[src/rtl/btn_debouncer_pkg.sv]
// Shared constants and helpers for the button input blocks.
// Holds default timing constants and a width helper used by the debouncer
// and its per-channel filter.
package btn_debouncer_pkg;

    localparam int DEF_N_CH          = 5;
    localparam int DEF_TICK_DIV      = 100000;
    localparam int DEF_STABLE_TICKS  = 4;
    localparam int DEF_REPEAT_DELAY  = 50;
    localparam int DEF_REPEAT_PERIOD = 10;

    // Bits needed to hold values 0..value-1, never less than one bit.
    function automatic int clog2_min1(input int value);
        clog2_min1 = (value <= 2) ? 1 : $clog2(value);
    endfunction

    function automatic int max_int(input int a, input int b);
        max_int = (a > b) ? a : b;
    endfunction

endpackage

[src/rtl/btn_debouncer_if.sv]
// Button bundle between the board pins and the debouncer.
// master: the side that supplies raw buttons and consumes clean levels/pulses.
// slave : the debouncer itself.
interface btn_debouncer_if
    import btn_debouncer_pkg::*;
#(
    parameter int N_CH = DEF_N_CH
);
    logic [N_CH-1:0] button;
    logic [N_CH-1:0] button_out;
    logic [N_CH-1:0] button_rise;
    logic [N_CH-1:0] button_fall;
    logic [N_CH-1:0] button_repeat;

    modport master (
        output button,
        input  button_out,
        input  button_rise,
        input  button_fall,
        input  button_repeat
    );

    modport slave (
        input  button,
        output button_out,
        output button_rise,
        output button_fall,
        output button_repeat
    );
endinterface

[src/rtl/btn_debounce_chan.sv]
// One debouncer channel: 2-flop synchroniser, stable-time filter driven by the
// shared sample tick, registered edge pulses and optional hold auto-repeat.
// Auto-repeat is built only when BTN_DEBOUNCE_AUTOREPEAT_EN is defined.
module btn_debounce_chan
    import btn_debouncer_pkg::*;
#(
    parameter int STABLE_TICKS  = DEF_STABLE_TICKS,
    parameter int REPEAT_DELAY  = DEF_REPEAT_DELAY,
    parameter int REPEAT_PERIOD = DEF_REPEAT_PERIOD
) (
    input  logic clk,
    input  logic rst,
    input  logic tick,
    input  logic button,
    output logic level,
    output logic rise,
    output logic fall,
    output logic rpt
);
    localparam int STAB_W = clog2_min1(STABLE_TICKS + 1);
    localparam logic [STAB_W-1:0] STAB_LAST = STAB_W'(STABLE_TICKS - 1);

    if (REPEAT_DELAY < 1 || REPEAT_PERIOD < 1) begin : g_bad_repeat
        $error("btn_debounce_chan: REPEAT_DELAY and REPEAT_PERIOD must be >= 1");
    end

    logic              s1_reg;
    logic              s2_reg;
    logic [STAB_W-1:0] stab_cnt_reg;
    logic              level_reg;
    logic              rise_reg;
    logic              fall_reg;
    logic              accept;

    // The synchronised input has differed for the full stable period on this tick.
    assign accept = (s2_reg != level_reg) && tick && (stab_cnt_reg == STAB_LAST);

    // Two-flop synchroniser for the asynchronous pin.
    always_ff @(posedge clk) begin
        if (rst) begin
            s1_reg <= 1'b0;
            s2_reg <= 1'b0;
        end else begin
            s1_reg <= button;
            s2_reg <= s1_reg;
        end
    end

    // Stable-time filter: any return to the current level restarts the count.
    always_ff @(posedge clk) begin
        if (rst) begin
            stab_cnt_reg <= '0;
            level_reg    <= 1'b0;
            rise_reg     <= 1'b0;
            fall_reg     <= 1'b0;
        end else begin
            rise_reg <= 1'b0;
            fall_reg <= 1'b0;
            if (s2_reg == level_reg) begin
                stab_cnt_reg <= '0;
            end else if (accept) begin
                level_reg    <= s2_reg;
                stab_cnt_reg <= '0;
                rise_reg     <= s2_reg;
                fall_reg     <= ~s2_reg;
            end else if (tick) begin
                stab_cnt_reg <= stab_cnt_reg + 1'b1;
            end
        end
    end

    assign level = level_reg;
    assign rise  = rise_reg;
    assign fall  = fall_reg;

`ifdef BTN_DEBOUNCE_AUTOREPEAT_EN
    localparam int REP_W = clog2_min1(max_int(REPEAT_DELAY, REPEAT_PERIOD));
    localparam logic [REP_W-1:0] REP_DELAY_LOAD  = REP_W'(REPEAT_DELAY - 1);
    localparam logic [REP_W-1:0] REP_PERIOD_LOAD = REP_W'(REPEAT_PERIOD - 1);

    logic [REP_W-1:0] rep_cnt_reg;
    logic             rpt_reg;

    // Hold auto-repeat: arm on press acceptance, count ticks while held, clear on release.
    always_ff @(posedge clk) begin
        if (rst) begin
            rep_cnt_reg <= '0;
            rpt_reg     <= 1'b0;
        end else begin
            rpt_reg <= 1'b0;
            if (accept) begin
                rep_cnt_reg <= s2_reg ? REP_DELAY_LOAD : '0;
            end else if (level_reg && tick) begin
                if (rep_cnt_reg == '0) begin
                    rpt_reg     <= 1'b1;
                    rep_cnt_reg <= REP_PERIOD_LOAD;
                end else begin
                    rep_cnt_reg <= rep_cnt_reg - 1'b1;
                end
            end
        end
    end

    assign rpt = rpt_reg;
`else
    assign rpt = 1'b0;
`endif

endmodule

[src/rtl/btn_debouncer.sv]
// N-channel push-button/switch debouncer.
// A shared prescaler produces the sample tick; each channel filters independently.
// Optional feature macro: BTN_DEBOUNCE_AUTOREPEAT_EN enables hold auto-repeat
// pulses on button_repeat; without it button_repeat is held at zero.
module btn_debouncer
    import btn_debouncer_pkg::*;
#(
    parameter int N_CH          = DEF_N_CH,
    parameter int TICK_DIV      = DEF_TICK_DIV,
    parameter int STABLE_TICKS  = DEF_STABLE_TICKS,
    parameter int REPEAT_DELAY  = DEF_REPEAT_DELAY,
    parameter int REPEAT_PERIOD = DEF_REPEAT_PERIOD
) (
    input  logic            clk,
    input  logic            rst,
    btn_debouncer_if.slave  bus
);
    localparam int DIV_W = clog2_min1(TICK_DIV);
    localparam logic [DIV_W-1:0] DIV_LAST = DIV_W'(TICK_DIV - 1);

    if (STABLE_TICKS < 1 || TICK_DIV < 1 || REPEAT_PERIOD < 1 || N_CH < 1) begin : g_bad_param
        $error("btn_debouncer: N_CH, TICK_DIV, STABLE_TICKS and REPEAT_PERIOD must be >= 1");
    end

    logic [DIV_W-1:0] div_cnt_reg;
    logic             tick;
    logic [N_CH-1:0]  level_vec;
    logic [N_CH-1:0]  rise_vec;
    logic [N_CH-1:0]  fall_vec;
    logic [N_CH-1:0]  rpt_vec;

    // Shared prescaler: tick is high for the single cycle the count sits at its last value.
    always_ff @(posedge clk) begin
        if (rst) begin
            div_cnt_reg <= '0;
        end else if (div_cnt_reg == DIV_LAST) begin
            div_cnt_reg <= '0;
        end else begin
            div_cnt_reg <= div_cnt_reg + 1'b1;
        end
    end

    assign tick = (div_cnt_reg == DIV_LAST);

    genvar gi;
    generate
        for (gi = 0; gi < N_CH; gi++) begin : g_chan
            btn_debounce_chan #(
                .STABLE_TICKS  (STABLE_TICKS),
                .REPEAT_DELAY  (REPEAT_DELAY),
                .REPEAT_PERIOD (REPEAT_PERIOD)
            ) u_chan (
                .clk    (clk),
                .rst    (rst),
                .tick   (tick),
                .button (bus.button[gi]),
                .level  (level_vec[gi]),
                .rise   (rise_vec[gi]),
                .fall   (fall_vec[gi]),
                .rpt    (rpt_vec[gi])
            );
        end
    endgenerate

    assign bus.button_out    = level_vec;
    assign bus.button_rise   = rise_vec;
    assign bus.button_fall   = fall_vec;
    assign bus.button_repeat = rpt_vec;

endmodule

[src/flat_wrapper.sv]
// flat-port wrapper written by rule: the top's interface ports become plain ports
module btn_debouncer_flat import btn_debouncer_pkg::*;
#(
    parameter int N_CH          = DEF_N_CH,
    parameter int TICK_DIV      = DEF_TICK_DIV,
    parameter int STABLE_TICKS  = DEF_STABLE_TICKS,
    parameter int REPEAT_DELAY  = DEF_REPEAT_DELAY,
    parameter int REPEAT_PERIOD = DEF_REPEAT_PERIOD
)
  (clk, rst, bus_button, bus_button_out, bus_button_rise, bus_button_fall, bus_button_repeat);
  btn_debouncer_if #(.N_CH(N_CH)) bus_i ();
  input  logic clk;
  input  logic rst;
  input wire logic [$bits(bus_i.button)-1:0] bus_button;
  output wire logic [$bits(bus_i.button_out)-1:0] bus_button_out;
  output wire logic [$bits(bus_i.button_rise)-1:0] bus_button_rise;
  output wire logic [$bits(bus_i.button_fall)-1:0] bus_button_fall;
  output wire logic [$bits(bus_i.button_repeat)-1:0] bus_button_repeat;
  assign bus_i.button = bus_button;
  assign bus_button_out = bus_i.button_out;
  assign bus_button_rise = bus_i.button_rise;
  assign bus_button_fall = bus_i.button_fall;
  assign bus_button_repeat = bus_i.button_repeat;
  btn_debouncer #(.N_CH(N_CH), .TICK_DIV(TICK_DIV), .STABLE_TICKS(STABLE_TICKS), .REPEAT_DELAY(REPEAT_DELAY), .REPEAT_PERIOD(REPEAT_PERIOD)) u_core (.clk(clk), .rst(rst), .bus(bus_i));
endmodule
[config.mk]
export PLATFORM = sky130hd
export DESIGN_NAME = btn_debouncer_flat
export DESIGN_NICKNAME = d
export VERILOG_FILES = /design/src/rtl/btn_debouncer_pkg.sv /design/src/rtl/btn_debouncer_if.sv /design/src/rtl/btn_debounce_chan.sv /design/src/rtl/btn_debouncer.sv /design/src/flat_wrapper.sv
export SDC_FILE = /design/constraint.sdc
export NUM_CORES = 1
export LEC_CHECK = 0
export ABC_AREA = 0
export ABC_CLOCK_PERIOD_IN_PS = 5700
export CORE_MARGIN = 3
export CORE_UTILIZATION = 59
export DETAILED_ROUTE_END_ITERATION = 8
export PLACE_DENSITY = 0.81
export SETUP_SLACK_MARGIN = 0.05
export SYNTH_ARGS = -nofsm -noshare
export SYNTH_HDL_FRONTEND = slang
export SYNTH_SLANG_ARGS = --single-unit
[constraint.sdc]
create_clock -name clk -period 5.7 [get_ports clk]
set_input_delay 0.855 -clock clk [delete_from_list [all_inputs] [get_ports clk]]
set_output_delay 0.855 -clock clk [all_outputs]
set_load 0.02 [all_outputs]
==> flow_summary.toml, run 1 <==
[floorplanning]
io_pins = 27
die_y_um = 70.6
core_um2 = 3830
row_count = 22
die_x_um = 70.6
start_util_pct = 64.4
dieArea_um2 = 4980

[final_layout]
largest_register_ffs = 17
stdcell_count = 323
final_nets = 288
post-route-cell-area_um2 = 2790
area_growth_pct = 13.3
post-route-util_pct = 72.9
drive_above_1_share_pct = 6.91
diodes = 0

[sta]
min_period_ps = 2480
fin_skew_ps = 4.33
fin_crit_sh_pct = 43.6
finalMaxSlewViolations = 0
max_freq_ghz = 0.402
setup_viol = 0
relSlewSlack_pct = 29.0
tightest_slew_ps = 1060
finalHoldViolCount = 0
tns_ps = 0
fin_worst_hold_slack_ps = 444
rsz0062_at_grt = "no"

[worst_setup_path]
crit_family = "simple AND/OR/NAND/NOR gates"
cpPeakStageDelay_ps = 700
criticalPathCategory = "flip-flop to flip-flop"
rr_endpoint = "u_core.g_chan[0].u_chan.rise"
critPathArrivalTime_ps = 2760
cp-end-kind = "flip-flop"
startpoint_type = "flip-flop"
path_buf_inv = 0
critPathSlowestCell = "or4_4"
ff2ff_setup_slack_ps = 3220
cp_max_fo = 32
cp.required_ps = 5970
reg2regPathDepth = 4
reg2reg_from = "u_core.div_cnt_reg[8]"
worstPathCellList = "or4b_4 > or4_4 > nor2_1 > and4b_1"

[place]
port-buffer-count = 21
placed_cell_area_um2 = 2550
place_congestion = 0.807
dp_hpwl_mm = 2.65
dpl.cell_count = 307

[min_path]
min_path_type = "flip-flop to flip-flop"
hold_start = "u_core.g_chan[2].u_chan.s1_reg"
min_delay_path_depth = 1
min_to = "u_core.g_chan[2].u_chan.s2_reg"

[detailed_routing]
via_per_inst = 5.37
drt-initial-drc-count = 59
vias = 1735
drt-total-wl_mm = 4.14
avgRoutedWirePerCell_um = 12.8
drcViolationCount = 0
ant_nets = 0
first_pass_iters = 4

[clocking]
numCtsBuffers = 9
ctsResizeCount = 0
root_buffer = "clkbuf_8"
insertion_delay_ps = 330
numClockSinks = 57
h-tree-depth = 3
clkTransAtPathRegs_ps = 60
cts_tree = "yes"
clock_path_buffers = 2
cts_hold_buf = 0
postCtsSetupBuffers = 0

[grt]
grt_pass1_wl_mm = 7.23
overflow = 0
antenna_found_initial = 0
grt_max_degree = 33
grtUsageTotal_pct = 18.6
grt_pass1_vias = 1653

[synth]
yosys_warnings = 0
synth_seq_cells = 57
syn_area_um2 = 2460
yosysSeqAreaShare_pct = 46.3
netlist_instances = 263
syn_avg_cell_area_um2 = 9.36
synth_cell_types = 29

[pwr]
leakagePower_nw = 1.06
power_density_nw_per_um2 = 309
ir_drop_uv = 258

[run_status]
outcome = "finished clean"

[job]
maxCapViolCount = 0
[cells by family (layout without fill, tap and decap cells)]
logic type	Yosys count	count (layout)	synth area share, %
compound gates	25	25	5.08
xor+xnor	20	20	7.11
fa+ha+maj	11	11	5.59
buf+inv	40	48	9.65
flops	57	57	46.3
other cells	1	5	0.152
simple gates	109	109	26.1
[cells in the final DEF (no fill, tap or decap), types with 2 or more instances in the layout]
cell type / instances
a21oi_1: 20
and4_1: 4
and4b_1: 10
bufinv_16: 2
clkbuf_8: 12
clkdlybuf4s50_1: 21
conb_1: 5
dfxtp_1: 57
ha_1: 11
inv_1: 11
nand2_1: 16
nand2b_1: 5
nand3_1: 15
nand4_1: 10
nor2_1: 20
nor2b_1: 10
nor4_1: 2
o21ai_0: 5
or3_1: 10
xnor2_1: 6
xor2_1: 14
[worst register-to-register path: stages (launching register included)]
cell	delay, ps
dfxtp_1	380
or4b_4	570
or4_4	700
nor2_1	490
and4b_1	280
[power by group]
group          leakage (nW)  total (W)  switching, W  internal [W]
clock network         0.123   0.000436      0.000154      0.000282
registers             0.462   0.000408    0.00000420      0.000404
logic                 0.472  0.0000190     0.0000105    0.00000854
[how the worst max path moves through the flow]
stage,cells past startpoint,startpoint,endpoint
6_report,4,u_core.div_cnt_reg[8],u_core.g_chan[0].u_chan.rise
5_1_grt,4,u_core.div_cnt_reg[8],u_core.g_chan[4].u_chan.fall
4_1_cts,4,u_core.div_cnt_reg[8],u_core.g_chan[0].u_chan.rise
3_5_place_dp,3,rst,u_core.g_chan[2].u_chan.fall
3_3_place_gp,3,rst,u_core.g_chan[2].u_chan.fall
2_1_floorplan,6,u_core.div_cnt_reg[8],u_core.g_chan[0].u_chan.level
[final cells by class]
cell class	count	area (um2)
multi-input cells	170	1100
clock buffers	12	165
well taps	48	60.1
flip-flops and latches	57	1140
fillers	291	1040
clock inverters	4	73.8
repair buffers	21	210
inverters	11	41.3
[routing by layer]
| metal | global-route usage (%) | vias up | routed length (um) |
|---|---|---|---|
| li1 | - | 890 | - |
| met1 | 21.9 | 809 | 1900 |
| met2 | 29.8 | 25 | 1960 |
| met3 | 5.97 | 11 | 170 |
| met4 | 10.6 | 0 | 113 |
| met5 | 0 | - | 0 |
[per-stage QoR]
stage	setup slack [ps]	power [W]
2_1_floorplan	3620	0.000432
3_3_place_gp	3150	0.000435
3_5_place_dp	3070	0.000436
4_1_cts	3200	0.000873
5_1_grt	3070	0.000892
6_report	3220	0.000863
[Yosys cell counts, drive strengths merged]
cell    number  area (um2)
a21oi       20         100
and2         1        6.26
and3         1        6.26
and4         4        35.0
and4b       10         100
buf         22         169
clkbuf       7        27.5
conb         1        3.75
dfxtp       57        1140
ha          11         138
inv         11        41.3
nand2       16        60.1
nand2b       5        31.3
nand3       15        75.1
nand4       10        62.6
nor2        20        75.1
nor2b       10        62.6
nor4         3        25.0
o21ai        5        25.0
or2b         1        7.51
or3         10        62.6
or4          2        18.8
or4b         1        13.8
xnor2        6        52.6
xor2        14         123
No activity file was read; power rests on OpenSTA's default activity.
==> run 2, diff against run 1 <==
--- a/config.mk
+++ b/config.mk
@@ -6,11 +6,11 @@
 export NUM_CORES = 1
 export LEC_CHECK = 0
 export ABC_AREA = 0
-export ABC_CLOCK_PERIOD_IN_PS = 5700
+export ABC_CLOCK_PERIOD_IN_PS = 2550
 export CORE_MARGIN = 3
-export CORE_UTILIZATION = 59
+export CORE_UTILIZATION = 55
 export DETAILED_ROUTE_END_ITERATION = 8
-export PLACE_DENSITY = 0.81
+export PLACE_DENSITY = 0.76
 export SETUP_SLACK_MARGIN = 0.05
 export SYNTH_ARGS = -nofsm -noshare
 export SYNTH_HDL_FRONTEND = slang
==> constraint.sdc (replaced) <==
create_clock -name clk -period 2.55 [get_ports clk]
set_input_delay 0.3825 -clock clk [delete_from_list [all_inputs] [get_ports clk]]
set_output_delay 0.3825 -clock clk [all_outputs]
set_load 0.02 [all_outputs]
==> run 2 against run 1 <==
Compared with the run above:
- combinational power increased by 140%
- final cell count increased by 2.8%
- fmax increased by 12%
- count of clock-buffer cells in the layout decreased by 1
- power increased by 120%
- clock power increased by 120%
- core utilization decreased by 4.5 points
- critical path depth increased by 1
- sequential cell count unchanged
- sequential share of layout area decreased by 0.65 points
- first-iteration DRC count decreased by 27%
- largest cell class unchanged
- highest routed layer unchanged
==> flow_summary.toml, run 2 (synthesis gave the netlist of run 1 again) <==
[pwr]
power_density_nw_per_um2 = 670
p_int_w = 0.00152
ir_drop_uv = 663
leakagePower_nw = 1.09
pwr-share-clk_pct = 49.6
p_sw_w = 0.000375
power_switching_share_pct = 19.8
combPwrFrac_pct = 2.4
pwr-share-seq_pct = 48.0

[floorplanning]
io_pins = 27
die_y_um = 72.9
die_x_um = 72.9
dieArea_um2 = 5320
core_um2 = 4140
start_util_pct = 59.4
row_count = 23

[grt]
grt_pass1_wl_mm = 7.20
antenna_found_initial = 0
grt_max_degree = 33
grt_pass1_vias = 1685
overflow = 0
grtUsageTotal_pct = 17.8

[sta]
min_period_ps = 2220
worst_slack_ps = 330
fin_crit_sh_pct = 87.1
tns_ps = 0
finalMaxSlewViolations = 0
fin_skew_ps = 8.12
finalHoldViolCount = 0
rsz0062_at_grt = "no"
max_freq_ghz = 0.450
setup_viol = 0

[detailed_routing]
via_per_inst = 5.27
first_pass_iters = 4
drt-total-wl_mm = 4.05
ant_nets = 0
vias = 1751
drt-initial-drc-count = 43
drcViolationCount = 0
avgRoutedWirePerCell_um = 12.2

[final_layout]
drive_above_1_share_pct = 9.22
fill_cells = 334
diodes = 0
area_growth_pct = 15.1
final_common_cell = "dfxtp_1"
final_cell_mix = "dfxtp_1 (57), clkdlybuf4s50_1 (21), a21oi_1 (20), nor2_1 (20), nand2_1 (16)"
final_nets = 295
largest_register_ffs = 17

[job]
maxCapViolCount = 0

[run_status]
outcome = "finished clean"

[worst_setup_path]
critPathArrivalTime_ps = 2440
cp-end-kind = "flip-flop"
startpoint_type = "flip-flop"
criticalPathCategory = "flip-flop to flip-flop"
cp.required_ps = 2770
cp_max_fo = 32

[clocking]
clock_path_buffers = 2
root_buffer = "clkbuf_8"
clkTransAtPathRegs_ps = 60
numClockSinks = 57
postCtsSetupBuffers = 0
numCtsBuffers = 9
h-tree-depth = 3
cts_tree = "yes"
cts_hold_buf = 0
ctsResizeCount = 0
insertion_delay_ps = 330

[place]
place_congestion = 0.779
place_ws_ps = 333
port-buffer-count = 21
dp_hpwl_mm = 2.80

[min_path]
min_path_type = "flip-flop to flip-flop"
-- run 2: cell types whose count changed in the layout (fill, tap and decap cells not counted), sizes merged --
cell      previous run  this run
buf                  0         7
clkbuf              12        11
clkinvlp             0         1
-- run 2: layout make-up --
class | count | area [um2] | area share [%]
Tap cell | 50 | 62.6 | 2.21
Clock buffer | 11 | 151 | 5.34
Sequential cell | 57 | 1140 | 40.2
Multi-Input combinational cell | 170 | 1100 | 38.7
Timing Repair Buffer | 28 | 263 | 9.27
Clock inverter | 5 | 77.6 | 2.74
Inverter | 11 | 41.3 | 1.46
-- run 2: routing by layer --
metal | routed length, um | track usage (%) | part of all wire, % | vias up
met1 | 1810 | 19.8 | 45 | 804
li1 | - | - | - | 904
met4 | 92 | 9.22 | 2.3 | 0
met5 | 0 | 0 | 0 | -
met3 | 180 | 6.89 | 4.4 | 9
met2 | 1960 | 29.6 | 48 | 34
-- run 2: worst paths after layout --
| path | slack, ps | start | cells after the start | end |
|---|---|---|---|---|
| worst max-delay path | 330 | u_core.div_cnt_reg[8] | 5 | u_core.div_cnt_reg[16] |
| worst max register to register | 330 | u_core.div_cnt_reg[8] | 5 | u_core.div_cnt_reg[16] |
| worst min-delay path | 440 | u_core.g_chan[0].u_chan.s1_reg | 1 | u_core.g_chan[0].u_chan.s2_reg |
| worst min register to register | 440 | u_core.g_chan[0].u_chan.s1_reg | 1 | u_core.g_chan[0].u_chan.s2_reg |
-- run 2: per-stage QoR --
| stage | cells | hold WS [ps] | cell area (um2) | util [%] | total power (W) |
|---|---|---|---|---|---|
| after CTS | 332 | 448 | 2840 | 68.4 | 0.00192 |
| after floorplan | 267 | 414 | 2480 | - | 0.000966 |
| final | 332 | 442 | 2840 | 68.4 | 0.00190 |
| after detailed placement | 316 | 432 | 2610 | 62.9 | 0.000977 |
| after global placement | 316 | 419 | 2610 | 62.9 | 0.000976 |
| after global routing | 332 | 452 | 2840 | 68.4 | 0.00197 |
-- run 2: critical path: stages (launching register included) --
cell     delay (ps)
dfxtp_1         370
or4b_4          560
or4_4           680
or2b_1          210
buf_4           200
nor2_1           80
-- run 2: power groups by stage --
stage | logic, W | registers, W | clock network, W
final | 0.0000465 | 0.000911 | 0.000941
after global routing | 0.0000522 | 0.000912 | 0.00101
after CTS | 0.0000471 | 0.000911 | 0.000964
after detailed placement | 0.0000468 | 0.000931 | 0
after global placement | 0.0000458 | 0.000930 | 0
after floorplan | 0.0000384 | 0.000927 | 0
